**config.mk**
```make
export PLATFORM = sky130hd
export DESIGN_NAME = csr_counter
export DESIGN_NICKNAME = d
export VERILOG_FILES = /design/src/rtl/csr_counter_pkg.sv /design/src/rtl/csr_counter_counter64.sv /design/src/rtl/csr_counter.sv
export SDC_FILE = /design/constraint.sdc
export NUM_CORES = 1
export LEC_CHECK = 0
export ABC_AREA = 1
export CAP_MARGIN = 40
export CELL_PAD_IN_SITES_DETAIL_PLACEMENT = 0
export CELL_PAD_IN_SITES_GLOBAL_PLACEMENT = 2
export CORE_MARGIN = 2
export CORE_UTILIZATION = 33
export DETAILED_ROUTE_END_ITERATION = 16
export PLACE_DENSITY = 0.82
export SLEW_MARGIN = 20
export SYNTH_ARGS = -nofsm -noshare
export SYNTH_HDL_FRONTEND = slang
export SYNTH_SLANG_ARGS = --single-unit
```
**constraint.sdc**
```tcl
create_clock -name clk -period 3.08 [get_ports clk]
set_clock_uncertainty 0.2 [all_clocks]
set_input_delay 0.616 -clock clk [delete_from_list [all_inputs] [get_ports clk]]
set_output_delay 0.616 -clock clk [all_outputs]
set_load 0.1 [all_outputs]
```
**src/rtl/csr_counter_pkg.sv**
```systemverilog
// csr_counter_pkg: CSR address map, modify opcodes and the read-modify helper
// shared by the performance-counter CSR slave.
package csr_counter_pkg;

    // User-level read-only views
    localparam logic [11:0] ADDR_CYCLE     = 12'hC00;
    localparam logic [11:0] ADDR_TIME      = 12'hC01;
    localparam logic [11:0] ADDR_INSTRET   = 12'hC02;
    localparam logic [11:0] ADDR_CYCLEH    = 12'hC80;
    localparam logic [11:0] ADDR_TIMEH     = 12'hC81;
    localparam logic [11:0] ADDR_INSTRETH  = 12'hC82;

    // Machine-level writable views
    localparam logic [11:0] ADDR_MCYCLE    = 12'hB00;
    localparam logic [11:0] ADDR_MINSTRET  = 12'hB02;
    localparam logic [11:0] ADDR_MCYCLEH   = 12'hB80;
    localparam logic [11:0] ADDR_MINSTRETH = 12'hB82;

    typedef enum logic [2:0] {
        MOD_NONE  = 3'b000,
        MOD_WRITE = 3'b001,
        MOD_SET   = 3'b010,
        MOD_CLEAR = 3'b011
    } modify_e;

    // True for the three opcodes that change register contents.
    function automatic logic is_modify(input logic [2:0] op);
        return (op == MOD_WRITE) || (op == MOD_SET) || (op == MOD_CLEAR);
    endfunction

    // New half-register value for a given opcode; unknown opcodes keep the old value.
    function automatic logic [31:0] apply_modify(input logic [2:0]  op,
                                                 input logic [31:0] old,
                                                 input logic [31:0] operand);
        logic [31:0] result;
        result = old;
        case (op)
            MOD_WRITE: result = operand;
            MOD_SET:   result = old | operand;
            MOD_CLEAR: result = old & ~operand;
            default:   result = old;
        endcase
        return result;
    endfunction

endpackage

```
**src/rtl/csr_counter_counter64.sv**
```systemverilog
// counter64: 64-bit wrapping counter with increment enable and a 32-bit
// half-load. A load wins over the increment and holds the other half.
module counter64 (
    input  logic        clk,
    input  logic        rst,
    input  logic        inc,
    input  logic        load,
    input  logic        sel_hi,
    input  logic [31:0] load_val,
    output logic [63:0] count
);

    // Count register: reset, half-load, or full-width increment with carry across halves
    always_ff @(posedge clk) begin
        if (rst) begin
            count <= 64'd0;
        end else if (load) begin
            if (sel_hi) begin
                count[63:32] <= load_val;
            end else begin
                count[31:0] <= load_val;
            end
        end else if (inc) begin
            count <= count + 64'd1;
        end
    end

endmodule

```
**src/rtl/csr_counter.sv**
```systemverilog
// csr_counter: cycle / time / instret performance-counter CSR slave.
// Read data and valid are registered and zero when the address misses, so
// the outputs can be OR-ed with other CSR slaves.
// Build option: define CSR_COUNTER_WRITE_EN to make mcycle/minstret writable;
// without it every modify is ignored and both counters free-run.
module csr_counter
    import csr_counter_pkg::*;
(
    input  logic        clk,
    input  logic        rst,
    input  logic        read,
    input  logic [2:0]  modify,
    input  logic [31:0] wdata,
    input  logic [11:0] addr,
    output logic [31:0] rdata,
    output logic        valid,
    input  logic        retired
);

    logic        hit;
    logic        sel_instret;
    logic        sel_hi;
    logic        writable;
    logic [63:0] cycle_q;
    logic [63:0] instret_q;
    logic [31:0] old_half;
    logic [31:0] new_half;
    logic        mod_hit;

    // The read strobe carries no meaning here; the address alone selects.
    logic unused_read;
    assign unused_read = read;

    // Address decode: which counter, which half, and whether it is a machine (writable) view
    always_comb begin
        hit         = 1'b0;
        sel_instret = 1'b0;
        sel_hi      = 1'b0;
        writable    = 1'b0;
        case (addr)
            ADDR_CYCLE, ADDR_TIME: begin
                hit = 1'b1;
            end
            ADDR_CYCLEH, ADDR_TIMEH: begin
                hit    = 1'b1;
                sel_hi = 1'b1;
            end
            ADDR_INSTRET: begin
                hit         = 1'b1;
                sel_instret = 1'b1;
            end
            ADDR_INSTRETH: begin
                hit         = 1'b1;
                sel_instret = 1'b1;
                sel_hi      = 1'b1;
            end
            ADDR_MCYCLE: begin
                hit      = 1'b1;
                writable = 1'b1;
            end
            ADDR_MCYCLEH: begin
                hit      = 1'b1;
                sel_hi   = 1'b1;
                writable = 1'b1;
            end
            ADDR_MINSTRET: begin
                hit         = 1'b1;
                sel_instret = 1'b1;
                writable    = 1'b1;
            end
            ADDR_MINSTRETH: begin
                hit         = 1'b1;
                sel_instret = 1'b1;
                sel_hi      = 1'b1;
                writable    = 1'b1;
            end
            default: ;
        endcase
    end

    assign old_half = sel_instret ? (sel_hi ? instret_q[63:32] : instret_q[31:0])
                                  : (sel_hi ? cycle_q[63:32]   : cycle_q[31:0]);
    assign new_half = apply_modify(modify, old_half, wdata);

`ifdef CSR_COUNTER_WRITE_EN
    assign mod_hit = hit & writable & is_modify(modify);
`else
    logic unused_writable;
    assign unused_writable = writable;
    assign mod_hit = 1'b0;
`endif

    counter64 u_cycle (
        .clk      (clk),
        .rst      (rst),
        .inc      (1'b1),
        .load     (mod_hit & ~sel_instret),
        .sel_hi   (sel_hi),
        .load_val (new_half),
        .count    (cycle_q)
    );

    counter64 u_instret (
        .clk      (clk),
        .rst      (rst),
        .inc      (retired),
        .load     (mod_hit & sel_instret),
        .sel_hi   (sel_hi),
        .load_val (new_half),
        .count    (instret_q)
    );

    // Registered read port: pre-update value of the selected half, zero on a miss
    always_ff @(posedge clk) begin
        if (rst) begin
            valid <= 1'b0;
            rdata <= 32'd0;
        end else begin
            valid <= hit;
            rdata <= hit ? old_half : 32'd0;
        end
    end

endmodule

```
==> flow_summary.ini, run 1 <==
[timing]
slew_headroom_pct = 62.3
worst-slew-pin-transition_ns = 0.563
post-route-period-util_pct = 73.8
hold_violations = 0
fin_tns_setup_ns = 0
rsz0062_at_grt = no
fin_crit_ns = 2.27
max_freq_mhz = 440
drv_slew = 0
setup_viol_count_final = 0

[worst_setup_path]
path_cells = clkdlybuf4s50_1, nor2_2, inv_2, nor2_4, nand2_2, nand2_4, nand2_4, buf_12, buf_4, nand2_1, nand3_1, a21oi_1
endpoint_kind = flop
worst_r2r_endpoint = u_cycle.count[42]
crit_path_frequent_cell = nand2_4
path_class = in -> reg
path_depth = 12
critPathArrivalTime_ns = 2.45
regToRegSetupSlack_ns = 0.87
start_kind = primary input
r2r-start = u_cycle.count[26]
worst-path-buf-inv = 4
cp_slowest_cell = clkdlybuf4s50_1
cp_slowest_stage_delay_ns = 0.41
cp_max_fo = 30
required_ns = 3.26
crit_family = buffers and inverters
timing.critical_path.to = rdata[24]
cp-startpoint = addr[3]
r2r_cells = 7

[cts]
clock_path_buffers = 2
cts_tree = done
clk_pin_slew_ns = 0.08
post_cts_resized = 0
cts.sinks = 161
cts_buffers = 17
insertion_delay_ns = 0.46
cts_hold_buf = 0
root_buffer = clkbuf_16
htreeDepth = 4
post_cts_buffers = 0

[synthesis]
synth.lib_cells_used.distinct = 33
yosysWarnings = 0
syn_area_sq_um = 9630
synth_top_area_share_pct = 33.5
syn_avg_cell_area_sq_um = 5.99
synth_area_leader_cell = dfxtp_1
ys_seq_elements = 161
synth_seq_area_share_pct = 33.5
syn_nets = 1660
synth_area_leaders = dfxtp_1, nand2_1, nor2_1, nand3_1, inv_1
syn_inst = 1607

[worst_hold_path]
hold_path_class = reg -> reg

[place]
gp_congestion = 0.920
dpl.hpwl_um = 30100
dpl_cell_area_sq_um = 10500
port_buffers = 47

[grt]
first_global_vias = 9926
antenna_found_initial = 0
grt_max_degree = 44
grt_pass1_wl_um = 58500
overflow = 0
grt_use_total_pct = 25.5

[routing]
vias = 10300
first_pass_iters = 5
drc = 0
drt_iter0_drc = 745
wl_met1_um = 16700
met2_length_um = 18300
viasPerCell = 5.02
wire_per_inst_um = 18.6
postRouteAntennaNets = 0
drt-total-wl_um = 38100
top_layer_used = met4
route.met3.wl_um = 1490

[pwr]
p_per_area_nw_per_um2 = 394
max-vdd-ir-drop_mv = 0.354
cellLeakagePower_nw = 3.91

[floorplanning]
num_io_pins = 84
coreArea_sq_um = 28700
row_count = 62
die_area_sq_um = 30500
fp.dieW_um = 175
initial_core_util_pct = 33.5
dieHeight_um = 175

[finish]
stdcell_area_sq_um = 11100
diodes = 0
nNetsFinal = 1701
drive_gt1_share_pct = 7.71
final_common_cell = nand2_1
mostFrequentLayoutCells = nand2_1, nor2_1, inv_1
syn2layout_area_growth_pct = 14.8

[run]
max_cap_violations = 0

[status]
status = completed
[synthesized netlist by cell type]
library cell  instances
or2_2                 1
nand2_1             429
buf_2                12
nor3_1               47
a21oi_1             118
nor3b_1               1
buf_6                 6
inv_1               226
ha_1                  2
nand3_2               2
nor4_1                1
nand2_4               2
o21ai_0              44
nand4_1              53
dfxtp_1             161
nand3_1             172
nand4_2               1
buf_1                 2
nor3_2                6
xor2_1               15
nand3b_1              2
a31oi_1               2
and3b_1               1
o21ai_1               1
inv_2                 8
nor2_4                7
nor2_1              241
nand2_2               4
clkinv_1              1
clkbuf_1             20
o21a_1                1
nor2_2               16
and2_1                2
[worst min path at each step]
stage	cells after the start	from	slack, ns	end
finish	2	u_cycle.count[40]	0.27	u_cycle.count[40]
detailed placement	2	u_cycle.count[40]	0.26	u_cycle.count[40]
CTS	2	u_cycle.count[40]	0.27	u_cycle.count[40]
global placement	2	u_cycle.count[40]	0.25	u_cycle.count[40]
global route	2	u_cycle.count[40]	0.30	u_cycle.count[40]
floorplan	2	u_cycle.count[40]	0.24	u_cycle.count[40]
[registers in the layout (all words and copies together), names as in the netlist]
register	flops
valid	1
u_instret.count	64
u_cycle.count	64
rdata	32
[metal layers]
layer,global-route usage [%],up-vias
met1,32.0,4756
met5,0,-
li1,-,5208
met2,43.6,226
met3,3.83,67
met4,10.7,0
[report_power, final]
part           switching (mW)  internal [mW]  leakage (nW)  total, mW
registers             0.00633           2.09          1.30       2.09
clock network            1.01           1.13         0.269       2.14
logic                  0.0836         0.0426          2.34      0.126
[metrics by stage]
stage | utilization (%) | hold slack, ns | std cells | setup slack [ns] | total power, mW
after detailed placement | 36.5 | 0.256 | 2013 | 0.336 | 2.27
after global routing | 38.5 | 0.300 | 2045 | 0.641 | 4.50
after CTS | 38.5 | 0.267 | 2045 | 0.811 | 4.39
after global placement | 36.4 | 0.248 | 2012 | 0.348 | 2.26
final | 38.5 | 0.267 | 2045 | 0.808 | 4.36
after floorplan | - | 0.239 | 1607 | 1.22 | 2.21
[final cells by class]
cell class | count | area, sq um
clock buffer | 18 | 429
clock inverter | 14 | 135
fill | 3234 | 17700
inverter | 235 | 882
multi-input combinational | 1171 | 5310
sequential | 161 | 3220
tap | 384 | 480
timing repair buffer | 62 | 591
[worst reg2reg max path: stages, from the launching register on]
cell     delay [ns]
dfxtp_1        0.45
nand2_1        0.13
nor3_1         0.42
nand2_1        0.18
nor2_1         0.44
nand3_1        0.13
nand2_1        0.08
a21oi_1        0.06
[cells by family after synthesis]
| group | share of synthesized area, % |
|---|---|
| and+or+nand+nor | 44.9 |
| adders and majority gates | 0.260 |
| AOI/OAI and AO/OA | 8.68 |
| xor gates and xnor gates | 1.36 |
| DFF | 33.5 |
| buffers and inverters | 11.3 |
(Power assumes the default switching activity.)
==> run 2, diff against run 1 <==
Settings changed: CORE_UTILIZATION 33 to 31, PLACE_DENSITY 0.82 to 0.77.
Clock period 3.08 ns to 2.1 ns, I/O delays scaled along.
==> run 2 against run 1 <==
Critical endpoint is now u_cycle.count[27]. Sequential share of layout area is 3.0 points lower. Cell count rose by 5.3%. Total power increased by 47%. Clock-buffer cell count rose by 2. Non-clock buffer count rose by 98.
==> flow_summary.ini, run 2 (synthesized netlist as in run 1, its figures left out) <==
[status]
status = completed

[timing]
post-route-period-util_pct = 94.4
worst-slew-pin-transition_ns = 0.425
max_freq_mhz = 504
hold_violations = 0
fin_tns_setup_ns = 0
holdWs_ns = 0.266
rsz0062_at_grt = yes
fin_crit_ns = 1.98
slew_headroom_pct = 71.4
drv_slew = 0
setup_viol_count_final = 0

[grt]
grt_use_total_pct = 23.8
grt_max_degree = 69
grt_pass1_wl_um = 59100
first_global_vias = 10100
overflow = 0
antenna_found_initial = 0

[cts]
root_buffer = clkbuf_16
cts_hold_buf = 0
insertion_delay_ns = 0.45
cts_buffers = 17
clock_path_buffers = 2
clk_pin_slew_ns = 0.07
cts.sinks = 161
cts_tree = done
htreeDepth = 4

[worst_setup_path]
worst_r2r_endpoint = u_cycle.count[27]
required_ns = 2.23
cp_slowest_stage_delay_ns = 0.40
r2r-start = u_cycle.count[21]
path_cells = nand2_1, nor2_1, inv_1, nor2_1, nand4_1, o21ai_0, a21oi_1
worst-path-buf-inv = 1
path_class = reg -> reg
r2r_cells = 7
cp_slowest_cell = dfxtp_1
crit_path_frequent_cell = nor2_1
critPathArrivalTime_ns = 2.11
start_kind = flop
crit_family = simple AND/OR/NAND/NOR gates
endpoint_kind = flop
cp_max_fo = 3
regToRegSetupSlack_ns = 0.12

[pwr]
max-vdd-ir-drop_mv = 0.561
seqPwrFrac_pct = 47.9
cellLeakagePower_nw = 4.55
p_per_area_nw_per_um2 = 521
p_int_mw = 4.84
sw_frac_of_total_pct = 24.6
switchingPower_mw = 1.57
combinationalPowerShare_pct = 3.1
pwr-share-clk_pct = 49.0

[routing]
first_pass_iters = 5
viasPerCell = 4.88
postRouteAntennaNets = 0
wire_per_inst_um = 17.9
drt_iter0_drc = 657
vias = 10500
drt-total-wl_um = 38500
drc = 0

[place]
dpl.hpwl_um = 31200
gp_congestion = 0.933
port_buffers = 47

[finish]
drive_gt1_share_pct = 14.2
top_regs = u_cycle.count x64, u_instret.count x64, rdata x32
fin_util_pct = 40.3
nNetsFinal = 1799
syn2layout_area_growth_pct = 27.9
fillers = 3409
multi_input_area_sq_um = 5400
final_common_cell = nand2_1
mostFrequentLayoutCells = nand2_1, nor2_1, inv_1
regArea_sq_um = 3230
diodes = 0

[worst_hold_path]
hold_path_class = reg -> reg
min_to = u_instret.count[0]
hold_depth = 1
min_from = u_instret.count[0]

[floorplanning]
dieHeight_um = 180
num_io_pins = 84
initial_core_util_pct = 31.5
die_area_sq_um = 32500
coreArea_sq_um = 30600
fp.dieW_um = 180
row_count = 64

[run]
max_cap_violations = 0
-- run 2: cell count changes in the layout (fill, tap and decap cells not counted), moves of 3 or more --
cell / previous run / this run
nor3_4: 0 / 3
nand2_2: 4 / 8
clkinv_4: 5 / 2
nor2_1: 241 / 228
dfxtp_2: 0 / 3
nand2_1: 429 / 425
nor2_2: 16 / 26
buf_12: 6 / 41
nor2_4: 7 / 10
dfxtp_1: 161 / 158
buf_4: 41 / 105
-- run 2: layout make-up --
class                      count  area share (%)
clock buffer                  20            3.71
inverter                     235            7.16
timing repair buffer         160            14.2
clock inverter                11           0.864
multi-input combinational   1171            43.9
sequential                   161            26.2
tap                          396            4.02
-- run 2: worst max-delay path by stage --
| stage | startpoint | end | slack [ns] | cells after the start |
|---|---|---|---|---|
| after CTS | u_instret.count[0] | u_instret.count[54] | 0.002 | 10 |
| after floorplan | u_cycle.count[0] | u_cycle.count[38] | 0.30 | 12 |
| final | u_cycle.count[21] | u_cycle.count[27] | 0.12 | 7 |
| after global placement | addr[3] | rdata[11] | -0.26 | 8 |
| after global routing | u_instret.count[0] | u_instret.count[62] | -0.005 | 10 |
| after detailed placement | addr[3] | rdata[11] | -0.26 | 8 |
-- run 2: power by group through the flow --
stage | Sequential, mW | Clock, mW | Combinational (mW)
2_1_floorplan | 3.14 | 0 | 0.102
6_report | 3.07 | 3.14 | 0.201
3_5_place_dp | 3.14 | 0 | 0.202
4_1_cts | 3.07 | 3.21 | 0.203
3_3_place_gp | 3.14 | 0 | 0.200
5_1_grt | 3.07 | 3.33 | 0.222
-- run 2: repair_timing --
action,4_1_cts,5_1_grt
gates resized for setup,0,32
setup endpoints to repair,0,39
setup buffers,0,1
-- run 2: per-stage QoR --
| step | std cells | instance area [sq um] | power [mW] | setup WS, ns |
|---|---|---|---|---|
| floorplan | 1607 | 9630 | 3.24 | 0.302 |
| global placement | 2122 | 11600 | 3.34 | -0.265 |
| detailed placement | 2122 | 11600 | 3.34 | -0.260 |
| CTS | 2153 | 12200 | 6.48 | 0.00166 |
| global route | 2154 | 12300 | 6.63 | -0.00518 |
| finish | 2154 | 12300 | 6.41 | 0.117 |
-- run 2: metal layers --
layer,vias up,global-route usage [%],part of all wire [%]
li1,5421,-,-
met1,4844,31.0,46
met2,191,40.8,48
met3,49,3.21,3.0
met4,0,7.55,2.7
met5,-,0,0
==> run 3, diff against run 2 <==
Settings changed: GPL_ROUTABILITY_DRIVEN set to 1.
==> results of run 3 <==
Same layout as run 2: the final DEF is identical, and so are final timing and power.
